--- src/rtl/btn_debounce_multi.sv ---
// Multi-channel pushbutton conditioner: 2-flop synchroniser, shared sample tick, per-channel
// stable-sample filter with press/release pulses. Define BTN_AUTOREPEAT_EN for held-button repeat.
module btn_debounce_multi #(
    parameter int unsigned N_CH       = 5,
    parameter int unsigned CLK_HZ     = 100000000,
    parameter int unsigned SAMPLE_HZ  = 400,
    parameter int unsigned STABLE_CNT = 4,
    parameter int unsigned REP_DELAY  = 200,
    parameter int unsigned REP_RATE   = 40
) (
    input  logic            clk,
    input  logic            rst_n,
    input  logic [N_CH-1:0] btn_raw,
    output logic [N_CH-1:0] btn_level,
    output logic [N_CH-1:0] btn_press,
    output logic [N_CH-1:0] btn_release,
    output logic            sample_tick
);

    localparam int unsigned DIV = CLK_HZ / SAMPLE_HZ;
    localparam int unsigned PW  = (DIV > 1) ? $clog2(DIV) : 1;
    localparam int unsigned CW  = (STABLE_CNT > 0) ? $clog2(STABLE_CNT + 1) : 1;
    localparam logic [PW-1:0] PRE_LAST = PW'(DIV - 1);
    localparam logic [CW-1:0] CNT_LAST = CW'(STABLE_CNT - 1);

    if (DIV < 2 || STABLE_CNT < 1 || REP_DELAY < 1 || REP_RATE < 1) begin : g_bad_cfg
        $error("btn_debounce_multi: invalid parameter set");
    end

    logic [N_CH-1:0] sync1_q, sync2_q;
    logic [PW-1:0]   pre_q, pre_d;
    logic            tick_q;
    logic [CW-1:0]   cnt_q [N_CH];
    logic [CW-1:0]   cnt_d [N_CH];
    logic [N_CH-1:0] level_q, level_d;
    logic [N_CH-1:0] press_q, press_d, press_all;
    logic [N_CH-1:0] rel_q, rel_d;

    always_comb begin
        pre_d   = (pre_q == PRE_LAST) ? '0 : pre_q + PW'(1);
        level_d = level_q;
        press_d = '0;
        rel_d   = '0;
        for (int i = 0; i < N_CH; i++) begin
            cnt_d[i] = cnt_q[i];
            if (tick_q) begin
                if (sync2_q[i] == level_q[i]) begin
                    cnt_d[i] = '0;
                end else if (cnt_q[i] == CNT_LAST) begin
                    cnt_d[i]   = '0;
                    level_d[i] = sync2_q[i];
                    press_d[i] = sync2_q[i];
                    rel_d[i]   = ~sync2_q[i];
                end else begin
                    cnt_d[i] = cnt_q[i] + CW'(1);
                end
            end
        end
    end

`ifdef BTN_AUTOREPEAT_EN
    localparam int unsigned REP_MAX = (REP_DELAY > REP_RATE) ? REP_DELAY : REP_RATE;
    localparam int unsigned RW      = $clog2(REP_MAX + 1);

    logic [RW-1:0]   rep_q [N_CH];
    logic [RW-1:0]   rep_d [N_CH];
    logic [N_CH-1:0] armed_q, armed_d, rep_hit;

    // rep counts ticks since the last press pulse; armed selects first delay vs. repeat period
    always_comb begin
        rep_hit = '0;
        armed_d = armed_q;
        for (int i = 0; i < N_CH; i++) begin
            rep_d[i] = rep_q[i];
            if (!level_q[i] || (level_d[i] != level_q[i])) begin
                rep_d[i]   = '0;
                armed_d[i] = 1'b0;
            end else if (tick_q) begin
                if (32'(rep_q[i]) + 32'd1 == (armed_q[i] ? REP_RATE : REP_DELAY)) begin
                    rep_hit[i] = 1'b1;
                    rep_d[i]   = '0;
                    armed_d[i] = 1'b1;
                end else begin
                    rep_d[i] = rep_q[i] + RW'(1);
                end
            end
        end
    end

    always_ff @(posedge clk or negedge rst_n) begin
        if (!rst_n) begin
            armed_q <= '0;
            for (int i = 0; i < N_CH; i++) rep_q[i] <= '0;
        end else begin
            armed_q <= armed_d;
            for (int i = 0; i < N_CH; i++) rep_q[i] <= rep_d[i];
        end
    end

    assign press_all = press_d | rep_hit;
`else
    assign press_all = press_d;
`endif

    always_ff @(posedge clk or negedge rst_n) begin
        if (!rst_n) begin
            sync1_q <= '0;
            sync2_q <= '0;
            pre_q   <= '0;
            tick_q  <= 1'b0;
            level_q <= '0;
            press_q <= '0;
            rel_q   <= '0;
            for (int i = 0; i < N_CH; i++) cnt_q[i] <= '0;
        end else begin
            sync1_q <= btn_raw;
            sync2_q <= sync1_q;
            pre_q   <= pre_d;
            tick_q  <= (pre_q == PRE_LAST);
            level_q <= level_d;
            press_q <= press_all;
            rel_q   <= rel_d;
            for (int i = 0; i < N_CH; i++) cnt_q[i] <= cnt_d[i];
        end
    end

    assign btn_level   = level_q;
    assign btn_press   = press_q;
    assign btn_release = rel_q;
    assign sample_tick = tick_q;

endmodule

--- config.mk ---
export PLATFORM = sky130hd
export DESIGN_NAME = btn_debounce_multi
export DESIGN_NICKNAME = d
export VERILOG_FILES = /design/src/rtl/btn_debounce_multi.sv
export SDC_FILE = /design/constraint.sdc
export NUM_CORES = 1
export LEC_CHECK = 0
export ABC_AREA = 1
export CORE_MARGIN = 4
export CORE_UTILIZATION = 30
export DETAILED_ROUTE_END_ITERATION = 7
export GPL_TIMING_DRIVEN = 0
export PLACE_DENSITY = 0.45
export SLEW_MARGIN = 40
export SYNTH_ARGS = -nofsm -noshare
export SYNTH_HDL_FRONTEND = slang
export SYNTH_SLANG_ARGS = --single-unit
--- constraint.sdc ---
create_clock -name clk -period 1.4 [get_ports clk]
set_input_delay 0.35 -clock clk [delete_from_list [all_inputs] [get_ports clk]]
set_output_delay 0.35 -clock clk [all_outputs]
set_load 0.02 [all_outputs]
== After elaboration in Yosys (flattened, before gate mapping) ==
Cells that the tools add are included.
W data, S select, Z words.

* Div/mod/pow operators: 0
* Equality and inequality tests: 11
* Bitwise operators: 10
* Shift-type cells: 0
* Order comparisons: 0
* Multipliers: 0
* Muxes and demuxes: 41
* $add $sub $neg: 6
* Reduce and logical (&&, ||, !) cells: 5

{| class="wikitable"
|+ Operators by type and width
! cell !! count
|-
| $mux W1 || 30
|-
| $mux W3 || 10
|-
| $add A18 B1 Y18 const B || 1
|-
| $eq A18 B18 Y1 const B || 1
|-
| $mux W18 || 1
|-
| $add A3 B1 Y3 const B || 5
|-
| $eq A3 B2 Y1 const B || 5
|-
| $reduce_and A3 Y1 || 5
|-
| $not A1 Y1 || 10
|-
| $eq A1 B1 Y1 || 5
|}

* Word-level logic and storage cells: 89
* Output and inout bits: 16
* Memories: 0
* Input bits: 7
* Latch bits: 0
* Memory bits (writable): 0
* Register bits after elaboration: 59
* Bits in read-only memories: 0

== Logic depth before layout (Yosys ltp) ==
Gate-level depths: netlist (run 1).

* Word-level depth: 4
* Mapped depth: 8
* Depth with buffers taken out: 8

== Worst setup path after synthesis (run 1) ==
OpenSTA, ideal clock, no wires.

* Kind: reg2reg
* Start: register pre_q[0]
* End: register pre_q[12]
* Stages on the path, launching flop included: 9
* Buffers on the path: 0
* Clock period less this slack: 1.245 ns
* Setup time: 0.121 ns
* Path slack: 0.155 ns
* Data required time: 1.279 ns
* Arrival time: 1.124 ns
* Path through: dfrtp_1 ha_1 nand2_2 nor2_4 inv_2 nor2_1 nand2_1 nor2_2 nor2_1

* Longest elaborated chain between the ends: 2
* Elaborated cells on any way between the ends: 3
* Classes of those cells: add/sub: 1; eq/ne: 1; mux: 1

{| class="wikitable"
|+ RTL lines
! element !! line !! text
|-
| from (decl) || 31 || <nowiki>logic [PW-1:0] pre_q, pre_d;</nowiki>
|-
| from (signal assigned) || 118 || <nowiki>pre_q <= pre_d;</nowiki>
|-
| $add A18 B1 Y18 or $eq A18 B18 Y1 (tied branches) || 40 || <nowiki>pre_d = (pre_q == PRE_LAST) ? '0 : pre_q + PW'(1);</nowiki>
|-
| $mux W18 (*) || 40 ||
|-
| via pre_d[12] || 31 ||
|}

The timed path passes the listed nets; every way through them passes the cells marked *.
A chain may end at the register's enable or synchronous reset.

== Final worst setup path (run 1) ==
* Start: register level_q[1], in the netlist btn_level[1]
* End: output btn_level[1]

{| class="wikitable"
|+ RTL lines
! element !! line !! text
|-
| from (decl) || 35 || <nowiki>logic [N_CH-1:0] level_q, level_d;</nowiki>
|-
| from (signal assigned) || 120 || <nowiki>level_q <= level_d;</nowiki>
|-
| to (decl) || 14 || <nowiki>output logic [N_CH-1:0] btn_level,</nowiki>
|}

No word-level cell between the ends.

==> run metrics, run 1 <==
outcome=finished, final reports clean; Final Cycle Share=0.971; critical path class=reg2out; Fmax=~0.74 GHz; Worst-Margin Slew=between 0.3 and 0.4 ns; die area=just over 0.01 sq mm; global-route wire length before repair=~8.6 mm; combinational power share=0.020; R2R cell count=9; Max Fanout on Critical Path=3; vias in the first global route=approximately 1900; final setup violation count=0; DR vias=approximately 1900; Util after Layout=0.390; HPWL Detailed=approximately 3.4 mm; crit path launch=btn_level[1]; R2R Setup Slk=0.04 ns; Critical Path Sink=btn_level[1]; clock sink count=59; Worst-Skew Late Latency=0.34 ns; fin crit period=roughly 1.4 ns; Synth Flop Type=dfrtp_1; crit path DAT=slightly above 1 ns; num rows=33; Sequential Power Share=0.487; largest cells by area after synthesis=dfrtp_1 57%, nand2_1 9.3%, nor2_1 7.6%, inv_1 4.4%, nand3_1 4.1%; Slowest-stage cell, CP=dfrtp_1; Synth-to-Final Area Change=25.4%; clock share of power=0.493; Hold Vio Cnt, Final=0; Max Slew Vio Count=0; grt total ovfl=0; Yosys cell types=24; required time worst endpoint=1.05 ns; top cell type's share of synthesized area=0.572; Starting Density=0.311; CP top delay family=flip-flops; Die W=roughly 100 um; most frequent cell after synthesis=nand2_1; synth warn=0; min-delay worst type=reg2reg; register bit count reported by yosys=approximately 60; Routed Antenna Nets=0; I/O pin cnt=23; number of enable flip-flop cells after synthesis=0; Synth area leader=dfrtp_1; Clock Tree Buf Depth=2; pin count of the biggest net entering global routing=40; total CTS buffers=9; post-synthesis instance area=0.00258 sq mm; Total Wirelength=between 4 and 5 mm; clock root cell=clkbuf_8; core area=0.00830 sq mm; routed wire length per instance=11.1 um; CTS clock-pin slew for the worst setup and hold paths=around 0.08 ns; Post-route DRC=0; power density over the cells=approximately 1100 mW/mm^2; max_slew headroom=0.798; P_leak=roughly 0.0016 uW; H-tree Lvls=3; clock skew=a little over 0.01 ns; r2r endpoint=pre_q[16]; ratio of cells with drive above 1 in the final layout=0.169; number of cells on the critical path=1; FF-to-FF Start=pre_q[0]; initial antenna violation count=0; Mean Syn Cell Area=8.96 sq um; Port Buffer Count=22; sequential-to-total area share from yosys stat=0.572; RSZ-0062 raised after global routing=yes; Initial DRC Count=46; Setup WS pre-CTS=-0.0508 ns; Cells after Synth=288; worst-path cell chain=clkdlybuf4s15_2; Synth Net Count=~300; asr flop ratio synth=1.00; P_int=between 2000 and 3000 uW; GP Congestion=a little over 0.8; Peak VDD IR=0.423 mV; CTS tree=yes; nets@finish=approximately 340; Pre-antenna DRT Iters=4; Total Routing Usage GR=0.107; Switching Power=just under 800 uW; worst path bufs/invs=1; Commonest cells post-synth=64 x nand2_1, 59 x dfrtp_1, 52 x nor2_1; Max Cap Viol=0; switching part of the total=0.223; worst setup margin=0.0408 ns; Diodes inserted=0; number of vias per cell=roughly 4.3; CP Launch Type=flop; Die Span Y=between 100 and 150 um; Worst setup EP type=primary output; slowest stage delay, CP=between 0.4 and 0.5 ns
## power by group through the flow
| stage | logic (uW) | registers [uW] | clock network (uW) |
|---|---|---|---|
| after detailed placement | 75.2 | 1760 | 0 |
| final | 72.1 | 1730 | 1750 |
| after CTS | 77.6 | 1730 | 1830 |
| after global routing | 86.3 | 1730 | 1890 |
| after floorplan | 14.0 | 1760 | 0 |
| after global placement | 68.5 | 1760 | 0 |
## kinds of logic (layout without fill, tap and decap cells)
logic type                 Yosys count  in the layout  share of synthesized area
AOI/OAI and AO/OA                   21             21                     0.0475
and+or+nand+nor                    156            156                      0.261
adders and majority gates            6              6                     0.0291
DFF                                 59             59                      0.572
xor gates and xnor gates            12             12                     0.0407
buffers and inverters               34             77                     0.0499
## final cells by class
| class | instances | area [sq um] |
|---|---|---|
| Inverter | 32 | 120 |
| Sequential cell | 59 | 1480 |
| Multi-Input combinational cell | 195 | 1020 |
| Tap cell | 105 | 131 |
| Fill cell | 842 | 5060 |
| Buffer | 2 | 10.0 |
| Timing Repair Buffer | 27 | 254 |
| Clock buffer | 9 | 124 |
| Clock inverter | 7 | 100 |
## metal layers
| layer | wire [um] | vias to the layer above | GRT usage |
|---|---|---|---|
| met5 | 0 | - | 0 |
| met4 | 72 | 0 | 0.0415 |
| met3 | 256 | 7 | 0.0443 |
| met2 | 2260 | 33 | 0.164 |
| met1 | 2260 | 870 | 0.135 |
| li1 | - | 968 | - |
## state kept, by name, summed over array words and instances (netlist names)
name,flops
pre_q,18
cnt_q,15
btn_level,5
btn_press,5
btn_release,5
sync1_q,5
sync2_q,5
sample_tick,1
## worst min-delay path by stage
| stage | start | end | slack (ns) | depth (start not counted) |
|---|---|---|---|---|
| finish | sync1_q[3] | sync2_q[3] | 0.34 | 0 |
| global route | sync1_q[3] | sync2_q[3] | 0.36 | 0 |
| CTS | sync1_q[3] | sync2_q[3] | 0.35 | 0 |
| detailed placement | rst_n | btn_release[0] | 0.26 | 1 |
| global placement | sync1_q[1] | sync2_q[1] | 0.33 | 0 |
| floorplan | rst_n | btn_level[0] | 0.05 | 0 |
## through the flow
stage	power [uW]	setup TNS, ns	cell area [sq um]	hold WS (ns)	cells
floorplan	1770	0	2580	0.0544	288
global placement	1830	-118.86	2930	0.333	415
detailed placement	1840	-0.132	2950	0.261	416
CTS	3630	0	3200	0.348	434
global route	3700	-0.218	3240	0.356	436
finish	3550	0	3240	0.345	436
## cells in the final DEF, fill, tap and decap left out, types with 4 or more instances in the layout
master            n
buf_2             6
clkbuf_8          9
clkdlybuf4s15_1   6
clkdlybuf4s50_1   5
dfrtp_1          57
dlygate4sd2_1     4
ha_1              5
inv_1            29
nand2_1          63
nand2_2           5
nand3_1          19
nor2_1           50
nor2_2            7
nor2_4            5
o21ai_0           7
o21ai_1           5
xor2_1           10
## timing repair
action / 4_1_cts / 5_1_grt
pin swaps: 1 / 7
resized for setup: 32 / 23
buffers inserted: 1 / 2
setup endpoints to repair: 19 / 23
hold buffers: 1 / 0
hold endpoints to repair: 20 / 0
Power figures use the tool's default switching activity.
==> run 2: changes to the inputs <==
- CORE_MARGIN: 4 -> unset
==> run metrics, run 2 (same netlist as run 1, synthesis figures left out) <==
outcome=finished, final reports clean; worst-path cell chain=dlygate4sd2_1; P_int=between 2000 and 3000 uW; Initial DRC Count=between 60 and 70; Multi-input gate area=about 0.0010 sq mm; DR vias=between 1500 and 2000; Worst-Margin Slew=~0.42 ns; Fmax=0.743 GHz; initial antenna violation count=0; CTS clock-pin slew for the worst setup and hold paths=~0.06 ns; num rows=33; FF-to-FF Start=pre_q[0]; power density over the cells=1020 mW/mm^2; HPWL Detailed=about 3.4 mm; nets@finish=338; I/O pin cnt=23; r2r endpoint=pre_q[16]; critical path class=reg2out; Worst setup EP type=primary output; WHS Endpoint=sync2_q[1]; Total Wirelength=roughly 4.7 mm; DP Area=just under 0.003 sq mm; Seq. cell area=approximately 0.0015 sq mm; Post-route DRC=0; Port Buffer Count=22; Synth-to-Final Area Change=24.0%; die area=around 0.009 sq mm; commonest non-fill, non-tap cell in the layout=nand2_1; slowest stage delay, CP=0.36 ns; core area=0.00826 sq mm; switching part of the total=0.217; R2R cell count=9; Worst-Skew Late Latency=approximately 0.34 ns; Sequential Power Share=0.530; global-route wire length before repair=approximately 8.3 mm; number of cells on the critical path=1; ratio of cells with drive above 1 in the final layout=0.158; Clock Tree Buf Depth=2; Max Fanout on Critical Path=1; max_slew headroom=0.723; Routed Antenna Nets=0; Total Routing Usage GR=0.124; Max Cap Viol=0; grt total ovfl=0; required time worst endpoint=about 1.1 ns; Switching Power=about 700 uW; final setup violation count=0; fin crit period=1.35 ns; max reg flops=18; RSZ-0062 raised after global routing=yes; total CTS buffers=9; Peak VDD IR=roughly 0.46 mV; Final TNS setup=0 ns; Final Cycle Share=0.962; vias in the first global route=1909; routed wire length per instance=about 11 um; number of vias per cell=approximately 4.4; min-delay worst type=reg2reg; Diodes inserted=0; GP Congestion=between 0.8 and 0.9; register with the most flip-flops=pre_q; CP Launch Type=flop; Hold Vio Cnt, Final=0; Slowest-stage cell, CP=dfrtp_1; Hold Path Depth=0; clock sink count=between 50 and 60; combinational power share=0.023; hold_sp=sync1_q[1]; Final Power=3260 uW; Pre-antenna DRT Iters=4; R2R Setup Slk=0.07 ns; Max Slew Vio Count=0; pin count of the biggest net entering global routing=42; clock root cell=clkbuf_8; clock skew=~0.009 ns; crit path DAT=1.00 ns; CTS tree=yes; CP top delay family=flip-flops; H-tree Lvls=3; worst path bufs/invs=1; Fill cells=between 800 and 900; Starting Density=0.313; Final Cell Area=0.00320 sq mm; biggest registers after layout=pre_q: 18 flops, cnt_q: 15 flops; clock share of power=0.447; Die Span Y=about 95 um; Die W=around 95 um; hold_ws=about 0.35 ns; P_leak=between 0.0015 and 0.002 uW; most frequent cells in the layout=63 x nand2_1, 57 x dfrtp_1, 49 x nor2_1, 30 x inv_1, 20 x nand3_1
==> run 2: how the worst max path moves through the flow <==
stage,startpoint,endpoint,slack [ns]
finish,btn_press[1],btn_press[1],0.05
floorplan,pre_q[0],pre_q[12],0.15
global placement,rst_n,pre_q[13],-2.02
detailed placement,sample_tick,sample_tick,-0.07
CTS,btn_level[2],btn_level[2],0.004
global route,pre_q[0],pre_q[14],-0.03
==> run 2: per-layer routing <==
layer | track usage | part of all wire
met1 | 0.146 | 0.46
met2 | 0.197 | 0.48
met3 | 0.0539 | 0.039
met4 | 0.0480 | 0.021
met5 | 0 | 0
==> run 2: what timing repair did <==
| action | in CTS | in global routing |
|---|---|---|
| resized for setup | 31 | 25 |
| hold endpoints to repair | 18 | 0 |
| endpoints found under the setup margin | 19 | 23 |
| pin swaps | 1 | 4 |
| hold buffers | 1 | 0 |
| buffers inserted | 1 | 1 |
==> run 2: area by class of cell <==
cell class,count,share of cell area
clock buffers,10,0.0399
flip-flops and latches,59,0.462
multi-input cells,195,0.324
repair buffers,26,0.0754
plain buffers,2,0.00274
well taps,105,0.0410
clock inverters,5,0.0172
inverters,32,0.0375
==> run 2: power by group through the flow <==
stage / registers [uW] / clock network, uW / logic (uW)
after CTS: 1730 / 1520 / 78.3
after global placement: 1760 / 0 / 68.7
after floorplan: 1760 / 0 / 14.0
final: 1730 / 1460 / 74.1
after detailed placement: 1760 / 0 / 75.9
after global routing: 1730 / 1610 / 87.4
==> run 2: per-stage QoR <==
| stage | std cells | util | setup slack (ns) |
|---|---|---|---|
| floorplan | 288 | - | 0.155 |
| global placement | 415 | 0.355 | -2.02 |
| detailed placement | 416 | 0.357 | -0.0681 |
| CTS | 433 | 0.383 | 0.00427 |
| global route | 434 | 0.388 | -0.0326 |
| finish | 434 | 0.388 | 0.0534 |
==> run 3: changes to the inputs <==
- CELL_PAD_IN_SITES_DETAIL_PLACEMENT: unset -> 0
- CELL_PAD_IN_SITES_GLOBAL_PLACEMENT: unset -> 1
- CORE_MARGIN: unset -> 3
- PLACE_DENSITY: 0.45 -> 0.56
==> run metrics, run 3 (same netlist as run 1, synthesis figures left out) <==
CP Launch Type=flop; biggest registers after layout=pre_q: 18 flops, cnt_q: 15 flops; grt total ovfl=0; Fill cells=845; Peak VDD IR=0.317 mV; r2r endpoint=pre_q[16]; Pre-antenna DRT Iters=4; Worst-Margin Slew=just over 0.3 ns; I/O pin cnt=23; final non-filler cell total=between 400 and 500; clock root cell=clkbuf_8; clock sink count=59; ratio of cells with drive above 1 in the final layout=0.167; required time worst endpoint=1.63 ns; Hold Vio Cnt, Final=0; Critical Path Sink=pre_q[16]; Final Cycle Share=0.971; GP Congestion=a little under 0.8; R2R cell count=9; Clock Tree Buf Depth=2; Synth-to-Final Area Change=25.0%; crit path launch=pre_q[0]; Worst-Skew Late Latency=about 0.33 ns; die area=0.00975 sq mm; Total Wirelength=about 4.9 mm; total CTS buffers=9; commonest non-fill, non-tap cell in the layout=nand2_1; HPWL Detailed=3.51 mm; critical path class=reg2reg; final setup violation count=0; hold_ws=between 0.3 and 0.4 ns; fin crit period=between 1 and 1.5 ns; Post-route DRC=0; vias in the first global route=about 1900; pin count of the biggest net entering global routing=39; outcome=finished, final reports clean; R2R Setup Slk=~0.04 ns; Routed Antenna Nets=0; Fmax=0.736 GHz; global-route wire length before repair=8.86 mm; initial antenna violation count=0; Die Span Y=roughly 99 um; nets@finish=about 340; max_slew headroom=0.793; Final Power=3380 uW; Worst setup EP type=flop; Starting Density=0.311; Max Fanout on Critical Path=4; clock skew=a little over 0.008 ns; Port Buffer Count=22; num rows=33; DR vias=about 1900; DP Area=around 0.003 sq mm; Util after Layout=0.389; Post-Place Cells=roughly 420; crit path DAT=~1.6 ns; register with the most flip-flops=pre_q; Initial DRC Count=33; RSZ-0062 raised after global routing=yes; max reg flops=18; Final Cell Area=~0.0032 sq mm; H-tree Lvls=3; FF-to-FF Start=pre_q[0]; Max Cap Viol=0; Die W=98.8 um; Total Routing Usage GR=0.115; Max Slew Vio Count=0; min-delay worst type=reg2reg; power density over the cells=between 1000 and 1500 mW/mm^2; CTS clock-pin slew for the worst setup and hold paths=around 0.06 ns; CTS tree=yes; P_leak=about 0.0016 uW; number of vias per cell=4.32; core area=slightly above 0.008 sq mm; Diodes inserted=0; most frequent cells in the layout=62 x nand2_1, 58 x dfrtp_1, 49 x nor2_1, 29 x inv_1, 20 x nand3_1; routed wire length per instance=between 10 and 15 um
run 3: cell types whose count changed in the layout (fill, tap and decap cells not counted), sizes merged:
cell,before,now
clkinvlp,2,0
clkdlybuf4s15,7,9
clkinv,2,1
clkbuf,12,13
buf,10,7
dlygate4sd2,3,6
run 3: worst min path at each step:
stage | startpoint | end | slack (ns) | cells past startpoint
2_1_floorplan | rst_n | btn_level[0] | 0.05 | 0
3_3_place_gp | sync1_q[1] | sync2_q[1] | 0.33 | 0
3_5_place_dp | rst_n | btn_release[4] | 0.27 | 1
4_1_cts | sync1_q[1] | sync2_q[1] | 0.35 | 0
5_1_grt | sync1_q[1] | sync2_q[1] | 0.35 | 0
6_report | sync1_q[1] | sync2_q[1] | 0.35 | 0
run 3: area by class of cell:
class	instances	area [sq um]	area share
Inverter	32	120	0.0372
Buffer	2	10.0	0.00310
Multi-Input combinational cell	195	1020	0.316
Clock buffer	12	165	0.0512
Clock inverter	2	35.0	0.0109
Timing Repair Buffer	27	268	0.0830
Tap cell	105	131	0.0407
Sequential cell	59	1480	0.458
run 3: worst max-delay path, stage by stage, from the launching register on:
cell     delay, ns
dfrtp_1       0.37
ha_2          0.20
nand2_2       0.08
nor2_4        0.11
buf_6         0.13
nand2_4       0.06
nor2_4        0.12
nand3_2       0.07
nand2_2       0.07
nor2_1        0.04
run 3: routing by layer:
layer | up-vias | routed length (um) | track usage
met2 | 19 | 2210 | 0.173
met4 | 0 | 119 | 0.0630
met3 | 12 | 148 | 0.0326
met5 | - | 0 | 0
li1 | 966 | - | -
met1 | 876 | 2380 | 0.150
run 3: what timing repair did:
item,4_1_cts,5_1_grt
cloned,0,0
endpoints found under the setup margin,22,20
hold buffers,1,0
endpoints found under the hold margin,21,0
pin swaps,1,5
resized for setup,32,19
buffers inserted,1,2
run 3: stage by stage:
step / TNS (ns) / setup WS, ns
after detailed placement: -0.313 / -0.0834
after floorplan: 0 / 0.155
after global routing: -0.176 / -0.0601
after CTS: 0 / 0.00459
after global placement: -121.55 / -2.06
final: 0 / 0.0406
run 3: power breakdown:
part           internal [uW]  switching, uW  total [uW]
registers               1720           8.35        1730
clock network            945            636        1580
logic                   27.2           45.7        72.9
